File: config.mk
export PLATFORM = sky130hd
export DESIGN_NAME = if_fetch_unit
export DESIGN_NICKNAME = d
export VERILOG_FILES = /design/src/rtl/rv32i_types.sv /design/src/rtl/pc_register.sv /design/src/rtl/if_fetch_unit.sv
export SDC_FILE = /design/constraint.sdc
export NUM_CORES = 1
export LEC_CHECK = 0
export CORE_ASPECT_RATIO = 0.8
export CORE_MARGIN = 5
export CORE_UTILIZATION = 56
export CTS_BUF_LIST = sky130_fd_sc_hd__clkbuf_2
export CTS_CLUSTER_SIZE = 30
export DETAILED_ROUTE_END_ITERATION = 8
export PLACE_DENSITY = 0.83
export REMOVE_ABC_BUFFERS = 1
export SLEW_MARGIN = 20
export SYNTH_ARGS = -nofsm -noshare
export SYNTH_HDL_FRONTEND = slang
export SYNTH_SLANG_ARGS = --single-unit
File: constraint.sdc
create_clock -name clk -period 2.4 [get_ports clk]
set_input_delay 0.48 -clock clk [delete_from_list [all_inputs] [get_ports clk]]
set_output_delay 0.48 -clock clk [all_outputs]
set_load 0.1 [all_outputs]
File: src/rtl/rv32i_types.sv
`default_nettype none
// +--------------------------------------------------------------------------+
// | rv32i_types : shared fetch-stage types and constants.          rev 1.0   |
// +--------------------------------------------------------------------------+
package rv32i_types;

  typedef enum logic [1:0] {
    S_REQ     = 2'd0,
    S_HOLD    = 2'd1,
    S_DISCARD = 2'd2
  } if_state_t;

  localparam logic [31:0] NOP_INSTR = 32'h0000_0013;

  function automatic logic [31:0] align_word(input logic [31:0] addr);
    return {addr[31:2], 2'b00};
  endfunction

endpackage
`default_nettype wire

File: src/rtl/pc_register.sv
`default_nettype none
// +--------------------------------------------------------------------------+
// | pc_register : 32-bit load register, sync reset to RESET_PC.    rev 1.0   |
// +--------------------------------------------------------------------------+
module pc_register #(
  parameter logic [31:0] RESET_PC = 32'h0000_0060
) (
  input  logic        clk,
  input  logic        rst,
  input  logic        load_i,
  input  logic [31:0] pc_i,
  output logic [31:0] pc_o
);

  logic [31:0] pc_q;

  always_ff @(posedge clk) begin
    if (rst) begin
      pc_q <= RESET_PC;
    end else if (load_i) begin
      pc_q <= pc_i;
    end
  end

  assign pc_o = pc_q;

endmodule
`default_nettype wire

File: src/rtl/if_fetch_unit.sv
`default_nettype none
// +--------------------------------------------------------------------------+
// | if_fetch_unit : instruction fetch with skid buffer and redirect. rev 1.0 |
// +--------------------------------------------------------------------------+
module if_fetch_unit
  import rv32i_types::*;
#(
  parameter logic [31:0] RESET_PC = 32'h0000_0060
) (
  input  logic        clk,
  input  logic        rst,
  input  logic        ID_pc_mux_sel,
  input  logic [31:0] ID_jmp_pc,
  input  logic        flush,
  input  logic        stall,
  output logic        inst_read,
  output logic [31:0] inst_addr,
  input  logic        inst_resp,
  input  logic [31:0] inst_rdata,
  output logic [31:0] IF_ID_pc,
  output logic [31:0] IF_ID_instr,
  output logic        IF_ID_valid
);

  if_state_t   state_q, state_d;
  logic [31:0] req_addr_q, req_addr_d;
  logic [31:0] skid_instr_q, skid_instr_d;
  logic [31:0] skid_addr_q, skid_addr_d;
  logic [31:0] ifid_pc_q, ifid_pc_d;
  logic [31:0] ifid_instr_q, ifid_instr_d;
  logic        ifid_valid_q, ifid_valid_d;
  logic        pc_ld;
  logic [31:0] pc_d, pc_q;
  logic [31:0] w_target;
  logic [31:0] w_seq_addr;

  pc_register #(.RESET_PC(RESET_PC)) u_pc (
    .clk    (clk),
    .rst    (rst),
    .load_i (pc_ld),
    .pc_i   (pc_d),
    .pc_o   (pc_q)
  );

  assign w_target   = align_word(ID_jmp_pc);
  assign w_seq_addr = req_addr_q + 32'd4;

  always_comb begin
    state_d      = state_q;
    req_addr_d   = req_addr_q;
    skid_instr_d = skid_instr_q;
    skid_addr_d  = skid_addr_q;
    ifid_pc_d    = ifid_pc_q;
    ifid_instr_d = ifid_instr_q;
    ifid_valid_d = ifid_valid_q;
    pc_ld        = 1'b0;
    pc_d         = pc_q;

    // A redirect wins over stall in every state and kills any buffered word.
    if (ID_pc_mux_sel) begin
      pc_ld        = 1'b1;
      pc_d         = w_target;
      ifid_valid_d = 1'b0;
      skid_instr_d = NOP_INSTR;
      skid_addr_d  = 32'h0;
    end

    unique case (state_q)
      S_REQ: begin
        if (ID_pc_mux_sel) begin
          if (inst_resp) req_addr_d = w_target;
          else           state_d    = S_DISCARD;
        end else if (inst_resp) begin
          pc_ld = 1'b1;
          pc_d  = w_seq_addr;
          if (stall) begin
            skid_instr_d = inst_rdata;
            skid_addr_d  = req_addr_q;
            state_d      = S_HOLD;
          end else begin
            ifid_instr_d = inst_rdata;
            ifid_pc_d    = req_addr_q;
            ifid_valid_d = 1'b1;
            req_addr_d   = w_seq_addr;
          end
        end else if (!stall) begin
          ifid_valid_d = 1'b0;
        end
      end
      S_HOLD: begin
        if (ID_pc_mux_sel) begin
          req_addr_d = w_target;
          state_d    = S_REQ;
        end else if (!stall) begin
          ifid_instr_d = skid_instr_q;
          ifid_pc_d    = skid_addr_q;
          ifid_valid_d = 1'b1;
          req_addr_d   = skid_addr_q + 32'd4;
          state_d      = S_REQ;
        end
      end
      S_DISCARD: begin
        // Stale response arrives: restart from the latest redirect target.
        if (inst_resp) begin
          req_addr_d = ID_pc_mux_sel ? w_target : pc_q;
          state_d    = S_REQ;
        end
      end
      default: state_d = S_REQ;
    endcase

    if (flush) ifid_valid_d = 1'b0;
  end

  always_ff @(posedge clk) begin
    if (rst) begin
      state_q      <= S_REQ;
      req_addr_q   <= RESET_PC;
      skid_instr_q <= NOP_INSTR;
      skid_addr_q  <= 32'h0;
      ifid_pc_q    <= 32'h0;
      ifid_instr_q <= NOP_INSTR;
      ifid_valid_q <= 1'b0;
    end else begin
      state_q      <= state_d;
      req_addr_q   <= req_addr_d;
      skid_instr_q <= skid_instr_d;
      skid_addr_q  <= skid_addr_d;
      ifid_pc_q    <= ifid_pc_d;
      ifid_instr_q <= ifid_instr_d;
      ifid_valid_q <= ifid_valid_d;
    end
  end

  assign inst_read   = (state_q != S_HOLD) && !rst;
  assign inst_addr   = req_addr_q;
  assign IF_ID_pc    = ifid_pc_q;
  assign IF_ID_instr = ifid_instr_q;
  assign IF_ID_valid = ifid_valid_q;

endmodule
`default_nettype wire

Word level (Yosys, flattened, before mapping)
Cells that the tools add are included.
{"block": "totals", "register_bits": 195, "inputBits": 70, "elab_cells": 86}
{"block": "op_classes", "n_addsub": 2, "eq_ne": 14, "n_mux": 53, "n_reduce_logical": 9}
{"operator": "32-bit 2-to-1 mux", "n": 31}
{"operator": "32-bit case mux with 2 select lines", "n": 2}
{"operator": "32-bit case mux with 3 select lines", "n": 1}
{"operator": "32-bit by 3-bit adder with 32-bit output (second input constant)", "n": 2}
{"operator": "3-bit != test (second input constant)", "n": 5}
{"operator": "2-bit 2-to-1 mux", "n": 7}
{"operator": "2-bit != test (second input constant)", "n": 6}
{"operator": "1-bit 2-to-1 mux", "n": 10}
{"operator": "5-bit AND reduction", "n": 2}
{"operator": "2-bit case mux with 3 select lines", "n": 1}
{"operator": "6-bit AND reduction", "n": 1}
{"operator": "3-bit nonzero test", "n": 1}
{"operator": "2-bit by 1-bit equality test with 1-bit output (second input constant)", "n": 1}
{"operator": "2-bit equality test (second input constant)", "n": 1}
{"operator": "2-bit zero test", "n": 1}
{"operator": "2-bit by 1-bit != test with 1-bit output (second input constant)", "n": 1}
{"operator": "1-bit case mux with 2 select lines", "n": 1}
{"operator": "2-bit nonzero test", "n": 1}
{"operator": "2-bit OR reduction", "n": 1}
{"operator": "1-bit logical AND", "n": 1}
{"operator": "1-bit zero test", "n": 1}

Depth between registers and ports, before layout
Gate-level depths: netlist (run 1).
{"block": "logic_depth", "word_depth": 5, "ltp_mapped": 10}

Hierarchy
From an unflattened synthesis (run 1), not the netlist that was laid out.
{"block": "unflattened", "hier_cells": 1361, "hier_area_um2": 10646.5}
{"module": "if_fetch_unit", "instances": 1, "cells_per_inst": 1258, "area_per_inst_um2": 9479.1, "seq_area_each_um2": 3263.1}
{"module": "pc_register", "instances": 1, "cells_per_inst": 103, "area_per_inst_um2": 1167.4, "seq_area_each_um2": 640.6}

Least setup slack after synthesis (run 1)
No wires, ideal clock.
{"block": "synth_path", "path_kind": "register to output", "start": "reg state_q[1]", "end": "out inst_read", "arrival_time_ps": 2391, "t_required_ps": 1920, "slack_ps": -471, "stages_incl_launch_ff": 7, "path_buffers": 3, "cell_sequence": "dfxtp_1 inv_1 ha_1 clkbuf_1 buf_2 clkbuf_1 nor2_1"}
{"block": "synth_via", "elab_chain_cells": 2}
{"item": "start: declaration", "line_no": "if_fetch_unit.sv:25", "text": "if_state_t state_q, state_d;"}
{"item": "start signal: assignment", "line_no": "if_fetch_unit.sv:125", "text": "state_q <= state_d;"}
{"item": "2-bit by 1-bit != test with 1-bit output", "line_no": "if_fetch_unit.sv:135", "text": "assign inst_read = (state_q != S_HOLD) && !rst;"}
{"item": "1-bit logical AND", "line_no": "if_fetch_unit.sv:135"}
{"item": "end: declaration", "line_no": "if_fetch_unit.sv:16", "text": "output logic inst_read,"}
No other way between the ends.

Worst setup path in the final report (run 1)
Same ends and word-level chain as after synthesis.

==> impl_metrics.env, run 1 <==
export IMPL_numPortBuffers=165
export IMPL_cap_violations=0
export IMPL_met3_usage=0.07138
export IMPL_crit_chain="inv_2 -> ha_4 -> buf_12 -> nor2_4 -> buf_12"
export IMPL_numCtsBuffers=17
export IMPL_wl_um=33510
export IMPL_start_kind="flop"
export IMPL_grt_pass1_wl_um=52700
export IMPL_postSynthCellCount=1303
export IMPL_yosysUniqueCellTypes=74
export IMPL_stdcell_count=1732
export IMPL_tightest_slew_ns=0.5652
export IMPL_async_flop_share=0
export IMPL_critPathRequiredTime_ns=1.92
export IMPL_p_sw_frac=0.4379
export IMPL_num_nets_final=1563
export IMPL_syn_cell_area_um2=10310
export IMPL_slowest_stage="dfxtp_2"
export IMPL_max_freq_ghz=0.4380
export IMPL_final_common_cell="nand2_1"
export IMPL_gp_congestion=1.012
export IMPL_drt_pass1_iterations=9
export IMPL_crit_top_cell="buf_12"
export IMPL_cp_arrival_ns=1.80
export IMPL_clk_latency_ns=0.79
export IMPL_status="finished, violations left"
export IMPL_worstSetupPathType="reg -> out"
export IMPL_p_leak_nw=4.894
export IMPL_cp_max_fo=2
export IMPL_cts_root_buf="clkbuf_2"
export IMPL_synth_edff_count=0
export IMPL_met1_usage=0.4199
export IMPL_dp_cells=1691
export IMPL_antenna_found_initial=1
export IMPL_syn2layout_area_growth_pct=25.92
export IMPL_regArea_um2=3909
export IMPL_wire_per_inst_um=19.34
export IMPL_rows=44
export IMPL_grtUsageMet2=0.4664
export IMPL_cp_end_kind="output pin"
export IMPL_yosys_area_top_type="dfxtp_1"
export IMPL_finalHoldViolCount=0
export IMPL_drt_vias_per_instance=6.117
export IMPL_ant_nets=0
export IMPL_p_per_area_nw_per_um2=737.9
export IMPL_rsz0062_at_grt="false"
export IMPL_pin_count=168
export IMPL_p_int_mw=5.382
export IMPL_via_count=10590
export IMPL_max_stage_delay_ns=0.41
export IMPL_fin_crit_ns=2.283
export IMPL_violations="DRC"
export IMPL_dp_hpwl_um=23380
export IMPL_synth_warnings=0
export IMPL_p_switching_mw=4.194
export IMPL_hold_path_class="in -> reg"
export IMPL_coreArea_um2=18110
export IMPL_cts_sinks=195
export IMPL_clockPowerShare=0.195
export IMPL_pwr_share_seq=0.388
export IMPL_fin_worst_skew_ns=0.04254
export IMPL_ys_flop_type="dfxtp_1"
export IMPL_tns_ns=0
export IMPL_first_iter_violations=1146
export IMPL_combPwrFrac=0.417
export IMPL_htreeDepth=4
export IMPL_multi_input_comb_area_um2=5953
export IMPL_grt_pass1_vias=9912
export IMPL_path_clk_slew_ns=0.29
export IMPL_ys_top_cells_by_area="dfxtp_1, nand2_1, mux2i_1"
export IMPL_grt_max_degree=62
export IMPL_grt_total_usage=0.3031
export IMPL_start_util=0.5690
export IMPL_die_w_um=161.7
export IMPL_mostFrequentLayoutCells="nand2_1, buf_4, dfxtp_1"
export IMPL_drive_above_1_share=0.1965
export IMPL_irDropWorstVdd_v=0.0005083
export IMPL_finalSetupViolations=0
export IMPL_min_path_cells=2
export IMPL_grt_busiest_layer="met2"
export IMPL_cts_tree="done"
export IMPL_grt_overflow_total=0
export IMPL_ys_seq_area_frac=0.3788
export IMPL_r2r_cells=8
export IMPL_fin_crit_sh=0.9512
export IMPL_syn_avg_cell_area_um2=7.910
export IMPL_hold_slack_ns=0.2025
export IMPL_dieArea_um2=21230
export IMPL_maxSlewViolCount=0
export IMPL_clockBufferDepth=2
export IMPL_die_y_um=131.3
export IMPL_synthDominantCellAreaShare=0.3788
export IMPL_fill_cells=1459
export IMPL_ys_ff_latch=195
export IMPL_utilization=0.7165
export IMPL_relSlewSlack=0.6172
export IMPL_drcViolationCount=9
[final timing paths]
check             startpoint  slack [ns]               to
max               state_q[1]        0.12        inst_read
min                    flush        0.20      IF_ID_valid
max reg2reg   skid_addr_q[2]        0.12    inst_addr[28]
min reg2reg  skid_instr_q[6]        0.47  skid_instr_q[6]
[power by group through the flow]
stage,registers [mW],logic [mW],clock network [mW]
finish,3.71,4.00,1.87
global route,3.75,4.19,2.04
CTS,3.71,3.90,1.91
detailed placement,3.76,3.84,0
global placement,3.75,3.79,0
floorplan,5.04,1.31,0
[layer usage]
metal / up-vias / wire [um]
met5: - / 0
met3: 82 / 3684
met4: 0 / 1023
li1: 5022 / -
met2: 585 / 14800
met1: 4905 / 14000
[sequential cells by signal, indices dropped and copies added (netlist names)]
| name | cells |
|---|---|
| IF_ID_pc | 32 |
| u_pc.pc_o | 32 |
| IF_ID_instr | 32 |
| inst_addr | 32 |
| skid_addr_q | 32 |
| skid_instr_q | 32 |
| state_q | 2 |
| IF_ID_valid | 1 |
[worst max-delay path, delay by kind of cell, from the launching register on]
family / cells / cell delay, ns
buf+inv: 3 / 0.36
flops: 1 / 0.41
fa+ha+maj: 1 / 0.16
simple gates: 1 / 0.09
[cell families after synthesis]
kind of cell,Yosys count,share of synthesized area
and+or+nand+nor,497,0.2222
AOI/OAI and AO/OA,347,0.2275
DFF,195,0.3788
buffers and inverters,140,0.05475
muxes,76,0.07418
xor gates and xnor gates,43,0.03654
adders and majority gates,5,0.006070
[through the flow]
stage / power (mW) / area, um2 / setup WS, ns
3_3_place_gp: 7.547 / 12490 / -0.008438
3_5_place_dp: 7.606 / 12490 / -0.03306
4_1_cts: 9.515 / 12870 / 0.01619
2_1_floorplan: 6.356 / 9836 / -8.477
6_report: 9.576 / 12980 / 0.1170
5_1_grt: 9.978 / 12980 / 0.005426
[final cells by class]
cell class	instances	share of cell area
repair buffers	281	0.1882
flip-flops and latches	195	0.3012
multi-input cells	968	0.4587
diodes	1	0.0001928
well taps	230	0.02218
clock inverters	14	0.01533
clock buffers	18	0.006942
inverters	25	0.007231
[synth_stat cells, types with 4 or more instances]
cell type    n
and2_1      10
a221o_1      7
and3_1      15
a21boi_0     4
a31oi_1     11
nand4_1     16
nor2b_1      7
a21oi_1    106
a22o_1       5
ha_1         5
a21o_1       5
xnor2_1     26
nor4_1      10
dfxtp_1    195
o211ai_1     5
nand2b_1    11
clkbuf_1    78
or3_1        5
a221oi_1    14
o21a_1       9
a211oi_1    75
a211o_1      5
mux2i_1     73
nor2_1     121
nand2_1    230
a22oi_1      8
o22ai_1      9
xor2_1      17
o21ai_0     46
nand4_2      4
buf_1       11
buf_2       25
and4_1       4
inv_1       25
nor3_1      14
nand3_1     34
[timing repair]
| item | 4_1_cts | 5_1_grt |
|---|---|---|
| hold buffers | 1 | 0 |
| pin swaps | 2 | 2 |
| buffers inserted | 5 | 3 |
| setup endpoints to repair | 1 | 31 |
| cloned | 1 | 0 |
| resized for setup | 7 | 22 |
| endpoints found under the hold margin | 7 | 0 |
Note: power is estimated with default switching activity, not from simulation.
==> run 2, diff against run 1 <==
--- a/config.mk
+++ b/config.mk
@@ -7,11 +7,10 @@
 export LEC_CHECK = 0
 export CORE_ASPECT_RATIO = 0.8
 export CORE_MARGIN = 5
-export CORE_UTILIZATION = 56
-export CTS_BUF_LIST = sky130_fd_sc_hd__clkbuf_2
+export CORE_UTILIZATION = 54
 export CTS_CLUSTER_SIZE = 30
 export DETAILED_ROUTE_END_ITERATION = 8
-export PLACE_DENSITY = 0.83
+export PLACE_DENSITY = 0.81
 export REMOVE_ABC_BUFFERS = 1
 export SLEW_MARGIN = 20
 export SYNTH_ARGS = -nofsm -noshare
==> impl_metrics.env, run 2 (synthesis gave the netlist of run 1 again) <==
export IMPL_status="finished clean"
export IMPL_drt_vias_per_instance=5.978
export IMPL_p_leak_nw=4.941
export IMPL_grt_pass1_vias=9717
export IMPL_wire_per_inst_um=18.66
export IMPL_htreeDepth=4
export IMPL_coreArea_um2=18860
export IMPL_hold_slack_ns=0.4362
export IMPL_rows=45
export IMPL_worst_r2r_endpoint="inst_addr[31]"
export IMPL_clk_latency_ns=0.43
export IMPL_gp_congestion=0.9607
export IMPL_max_freq_ghz=0.4354
export IMPL_finalPower_mw=10.48
export IMPL_postCtsSetupBuffers=0
export IMPL_relSlewSlack=0.6222
export IMPL_finalHoldViolCount=0
export IMPL_maxSlewViolCount=0
export IMPL_cp_top_family="simple AND/OR/NAND/NOR gates"
export IMPL_fin_crit_sh=0.9569
export IMPL_dp_cells=1714
export IMPL_drt_pass1_iterations=5
export IMPL_cp_arrival_ns=2.62
export IMPL_grt_pass1_wl_um=51870
export IMPL_mostFrequentLayoutCells="nand2_1, dfxtp_1, buf_4"
export IMPL_wl_um=32590
export IMPL_slowest_stage="ha_2"
export IMPL_first_iter_violations=921
export IMPL_min_path_cells=2
export IMPL_dieArea_um2=21970
export IMPL_num_nets_final=1550
export IMPL_clockBufferDepth=2
export IMPL_cp_num_buf_inv=2
export IMPL_grt_total_usage=0.2916
export IMPL_diodes=0
export IMPL_path_clk_slew_ns=0.07
export IMPL_start_kind="flop"
export IMPL_rrSetupSlack_ns=0.10
export IMPL_numPortBuffers=165
export IMPL_cap_violations=0
export IMPL_stdcell_count=1746
export IMPL_cts_tree="done"
export IMPL_irDropWorstVdd_v=0.0005336
export IMPL_fin_worst_skew_ns=0.01106
export IMPL_via_count=10440
export IMPL_numCtsBuffers=17
export IMPL_drcViolationCount=0
export IMPL_cts_root_buf="clkbuf_16"
export IMPL_pin_count=168
export IMPL_grt_max_degree=70
export IMPL_syn2layout_area_growth_pct=27.58
export IMPL_cts_sinks=195
export IMPL_max_stage_delay_ns=0.41
export IMPL_finalSetupViolations=0
export IMPL_holdPathEnd="u_pc.pc_o[29]"
export IMPL_ant_nets=0
export IMPL_cp_end_kind="flop"
export IMPL_fin_crit_ns=2.297
export IMPL_dp_hpwl_um=22610
export IMPL_min_delay_start="rst"
export IMPL_final_common_cell="nand2_1"
export IMPL_die_w_um=164.5
export IMPL_r2r_cells=9
export IMPL_critPathRequiredTime_ns=2.72
export IMPL_r2r_start="state_q[1]"
export IMPL_start_util=0.5464
export IMPL_crit_chain="inv_1 -> ha_2 -> buf_4 -> nor2b_1 -> and3_1 -> nor4bb_1 -> nor3b_2 -> a21o_1 -> a22o_1"
export IMPL_antenna_found_initial=0
export IMPL_grt_overflow_total=0
export IMPL_tightest_slew_ns=0.5579
export IMPL_die_y_um=133.6
export IMPL_p_per_area_nw_per_um2=797.1
export IMPL_cp_max_fo=7
export IMPL_hold_path_class="in -> reg"
export IMPL_drive_above_1_share=0.1815
export IMPL_worstSetupPathType="reg -> reg"
==> run 2: changes by cell type in the layout (fill, tap and decap cells not counted), moves of 2 or more <==
cell / change
dfxtp_1: +3
buf_4: -11
clkbuf_16: +17
inv_8: +3
clkbuf_2: -18
dfxtp_2: -3
bufinv_16: -2
nor2_2: -3
nor2_1: +4
==> run 2: how the worst max path moves through the flow <==
stage,from,end,slack (ns),cells after the start
after CTS,state_q[0],inst_addr[25],0.03,7
after detailed placement,inst_resp,inst_addr[25],-0.06,6
after floorplan,state_q[0],IF_ID_instr[10],-8.48,4
final,state_q[1],inst_addr[31],0.10,9
after global placement,inst_resp,inst_addr[25],-0.03,6
after global routing,state_q[1],inst_addr[25],-0.02,10
==> run 2: what timing repair did <==
action / CTS / global route
hold buffers: 0 / 0
resized for setup: 0 / 10
endpoints found under the setup margin: 0 / 17
==> run 2: power breakdown <==
group          leakage, nW  internal, mW  switching, mW
sequential            1.59          3.48          0.245
clock                0.289          1.49           1.41
combinational         3.06          1.20           2.65
==> run 2: through the flow <==
step	setup WS, ns	TNS [ns]	instance area [um2]	utilization
global route	-0.02157	-0.02157	13150	0.6971
detailed placement	-0.05578	-0.1267	12520	0.6636
finish	0.1033	0	13150	0.6971
global placement	-0.02789	-0.04964	12520	0.6636
CTS	0.03362	0	13110	0.6953
floorplan	-8.477	-651.08	9836	-
==> run 2: layout make-up <==
type / instances / area [um2]
timing repair buffer: 268 / 2326
sequential: 195 / 3905
clock buffer: 18 / 429.2
clock inverter: 14 / 167.7
multi-input combinational: 968 / 5904
inverter: 25 / 93.84
tap: 258 / 322.8
fill: 1552 / 5713
==> run 2: worst register-to-register path, delay by kind of cell (launching register included) <==
family / cells / cell delay, ns
simple gates: 4 / 0.79
fa+ha+maj: 1 / 0.41
compound gates: 2 / 0.33
flops: 1 / 0.39
buf+inv: 2 / 0.27
==> run 2: per-layer routing <==
metal	vias up	wire, um	GRT usage	part of all wire
met5	-	0	0	0
met4	0	785	0.07021	0.024
met3	69	3303	0.06496	0.10
met2	564	14130	0.4586	0.43
met1	4810	14370	0.4084	0.44
li1	4995	-	-	-
==> run 3, diff against run 2 <==
--- a/config.mk
+++ b/config.mk
@@ -5,7 +5,6 @@
 export SDC_FILE = /design/constraint.sdc
 export NUM_CORES = 1
 export LEC_CHECK = 0
-export CORE_ASPECT_RATIO = 0.8
 export CORE_MARGIN = 5
 export CORE_UTILIZATION = 54
 export CTS_CLUSTER_SIZE = 30
==> impl_metrics.env, run 3 (synthesis gave the netlist of run 1 again) <==
export IMPL_drcViolationCount=0
export IMPL_coreArea_um2=18770
export IMPL_cap_violations=0
export IMPL_numPortBuffers=165
export IMPL_pwr_share_seq=0.345
export IMPL_via_count=10690
export IMPL_die_y_um=148.2
export IMPL_multi_input_comb_area_um2=5918
export IMPL_p_int_mw=6.340
export IMPL_start_kind="flop"
export IMPL_wl_um=33580
export IMPL_drt_vias_per_instance=6.145
export IMPL_grt_total_usage=0.2972
export IMPL_grt_overflow_total=0
export IMPL_status="finished clean"
export IMPL_grt_pass1_wl_um=52870
export IMPL_fin_crit_ns=2.343
export IMPL_final_common_cell="nand2_1"
export IMPL_ant_nets=0
export IMPL_gp_congestion=0.9930
export IMPL_start_util=0.5491
export IMPL_numCtsBuffers=17
export IMPL_r2r_start="state_q[0]"
export IMPL_tns_ns=0
export IMPL_irDropWorstVdd_v=0.0005882
export IMPL_regArea_um2=3904
export IMPL_relSlewSlack=0.5388
export IMPL_diodes=0
export IMPL_wire_per_inst_um=19.30
export IMPL_p_per_area_nw_per_um2=800.8
export IMPL_cts_root_buf="clkbuf_16"
export IMPL_hold_path_class="reg -> reg"
export IMPL_critPathRequiredTime_ns=1.92
export IMPL_fin_crit_sh=0.9763
export IMPL_syn2layout_area_growth_pct=29.23
export IMPL_cts_sinks=195
export IMPL_grt_max_degree=70
export IMPL_max_stage_delay_ns=0.40
export IMPL_dp_hpwl_um=23150
export IMPL_num_nets_final=1568
export IMPL_tightest_slew_ns=0.6831
export IMPL_grt_pass1_vias=10300
export IMPL_first_iter_violations=1074
export IMPL_drt_pass1_iterations=6
export IMPL_rsz0062_at_grt="false"
export IMPL_worstSetupPathType="reg -> out"
export IMPL_pin_count=168
export IMPL_maxSlewViolCount=0
export IMPL_cp_arrival_ns=1.86
export IMPL_p_switching_mw=4.326
export IMPL_max_freq_ghz=0.4268
export IMPL_p_leak_nw=5.043
export IMPL_mostFrequentLayoutCells="nand2_1, buf_4, dfxtp_1"
export IMPL_worst_r2r_endpoint="inst_addr[5]"
export IMPL_rows=50
export IMPL_cp_max_fo=29
export IMPL_r2r_cells=8
export IMPL_dp_slack_ns=-0.06611
export IMPL_crit_start="state_q[0]"
export IMPL_cp_end_kind="output pin"
export IMPL_ctsHoldBuffers=0
export IMPL_dieArea_um2=21950
export IMPL_die_w_um=148.2
export IMPL_fin_worst_skew_ns=0.008663
export IMPL_crit_end="inst_read"
export IMPL_htreeDepth=4
export IMPL_clockPowerShare=0.281
export IMPL_drive_above_1_share=0.1906
export IMPL_cts_tree="done"
export IMPL_fill_cells=1509
export IMPL_antenna_found_initial=0
export IMPL_clk_latency_ns=0.45
export IMPL_finalSetupViolations=0
export IMPL_crit_chain="buf_4 -> ha_4 -> buf_6 -> nor2_1 -> buf_12"
export IMPL_rrSetupSlack_ns=0.10
export IMPL_p_sw_frac=0.4056
export IMPL_slowest_stage="dfxtp_1"
export IMPL_clockBufferDepth=2
export IMPL_combPwrFrac=0.374
export IMPL_finalHoldViolCount=0
export IMPL_path_clk_slew_ns=0.07
export IMPL_fin_ws_ns=0.05678
-- run 3: how the worst min path moves through the flow --
stage                startpoint                to  cells past startpoint
2_1_floorplan      u_pc.pc_o[9]      u_pc.pc_o[9]                      2
3_3_place_gp       u_pc.pc_o[9]      u_pc.pc_o[9]                      2
3_5_place_dp   skid_instr_q[26]  skid_instr_q[26]                      2
4_1_cts           ID_pc_mux_sel      u_pc.pc_o[3]                      3
5_1_grt            u_pc.pc_o[0]      u_pc.pc_o[0]                      2
6_report       skid_instr_q[31]  skid_instr_q[31]                      2
-- run 3: final cells by class --
class                      count  share of cell area
tap                          234             0.02198
clock inverter                13             0.01212
inverter                      25            0.007046
multi-input combinational    968              0.4443
sequential                   195              0.2931
clock buffer                  19             0.03326
timing repair buffer         286              0.1882
-- run 3: worst max-delay path, delay by kind of cell, from the launching register on --
kind                       cells  cell delay, ns
adders and majority gates      1            0.18
buffers and inverters          3            0.68
DFF                            1            0.40
and+or+nand+nor                1            0.14
-- run 3: power groups by stage --
stage / clock network [mW] / logic [mW] / registers, mW
after CTS: 3.02 / 3.91 / 3.68
final: 2.99 / 3.99 / 3.68
after global routing: 3.17 / 4.18 / 3.72
after floorplan: 0 / 1.31 / 5.04
after detailed placement: 0 / 3.88 / 3.75
after global placement: 0 / 3.84 / 3.74
-- run 3: per-stage QoR --
stage	utilization	instance area (um2)	cells	hold WS [ns]	total power, mW
3_5_place_dp	0.6724	12620	1706	0.4461	7.634
5_1_grt	0.7097	13320	1740	0.4719	11.07
6_report	0.7097	13320	1740	0.4560	10.67
4_1_cts	0.7049	13230	1738	0.4498	10.60
3_3_place_gp	0.6724	12620	1706	0.4371	7.577
2_1_floorplan	-	9836	1188	0.4233	6.356
-- run 3: timing repair --
| action | 4_1_cts | 5_1_grt |
|---|---|---|
| hold endpoints to repair | 0 | 0 |
| gates resized for setup | 2 | 12 |
| cloned | 0 | 1 |
| pin swaps | 0 | 1 |
| buffers inserted | 0 | 1 |
| endpoints found under the setup margin | 2 | 14 |
-- run 3: routing by layer --
metal | GRT usage | up-vias | wire (um)
met3 | 0.06307 | 88 | 3205
met2 | 0.4866 | 571 | 15650
li1 | - | 5032 | -
met5 | 0 | - | 0
met1 | 0.3790 | 5001 | 13620
met4 | 0.1312 | 0 | 1101
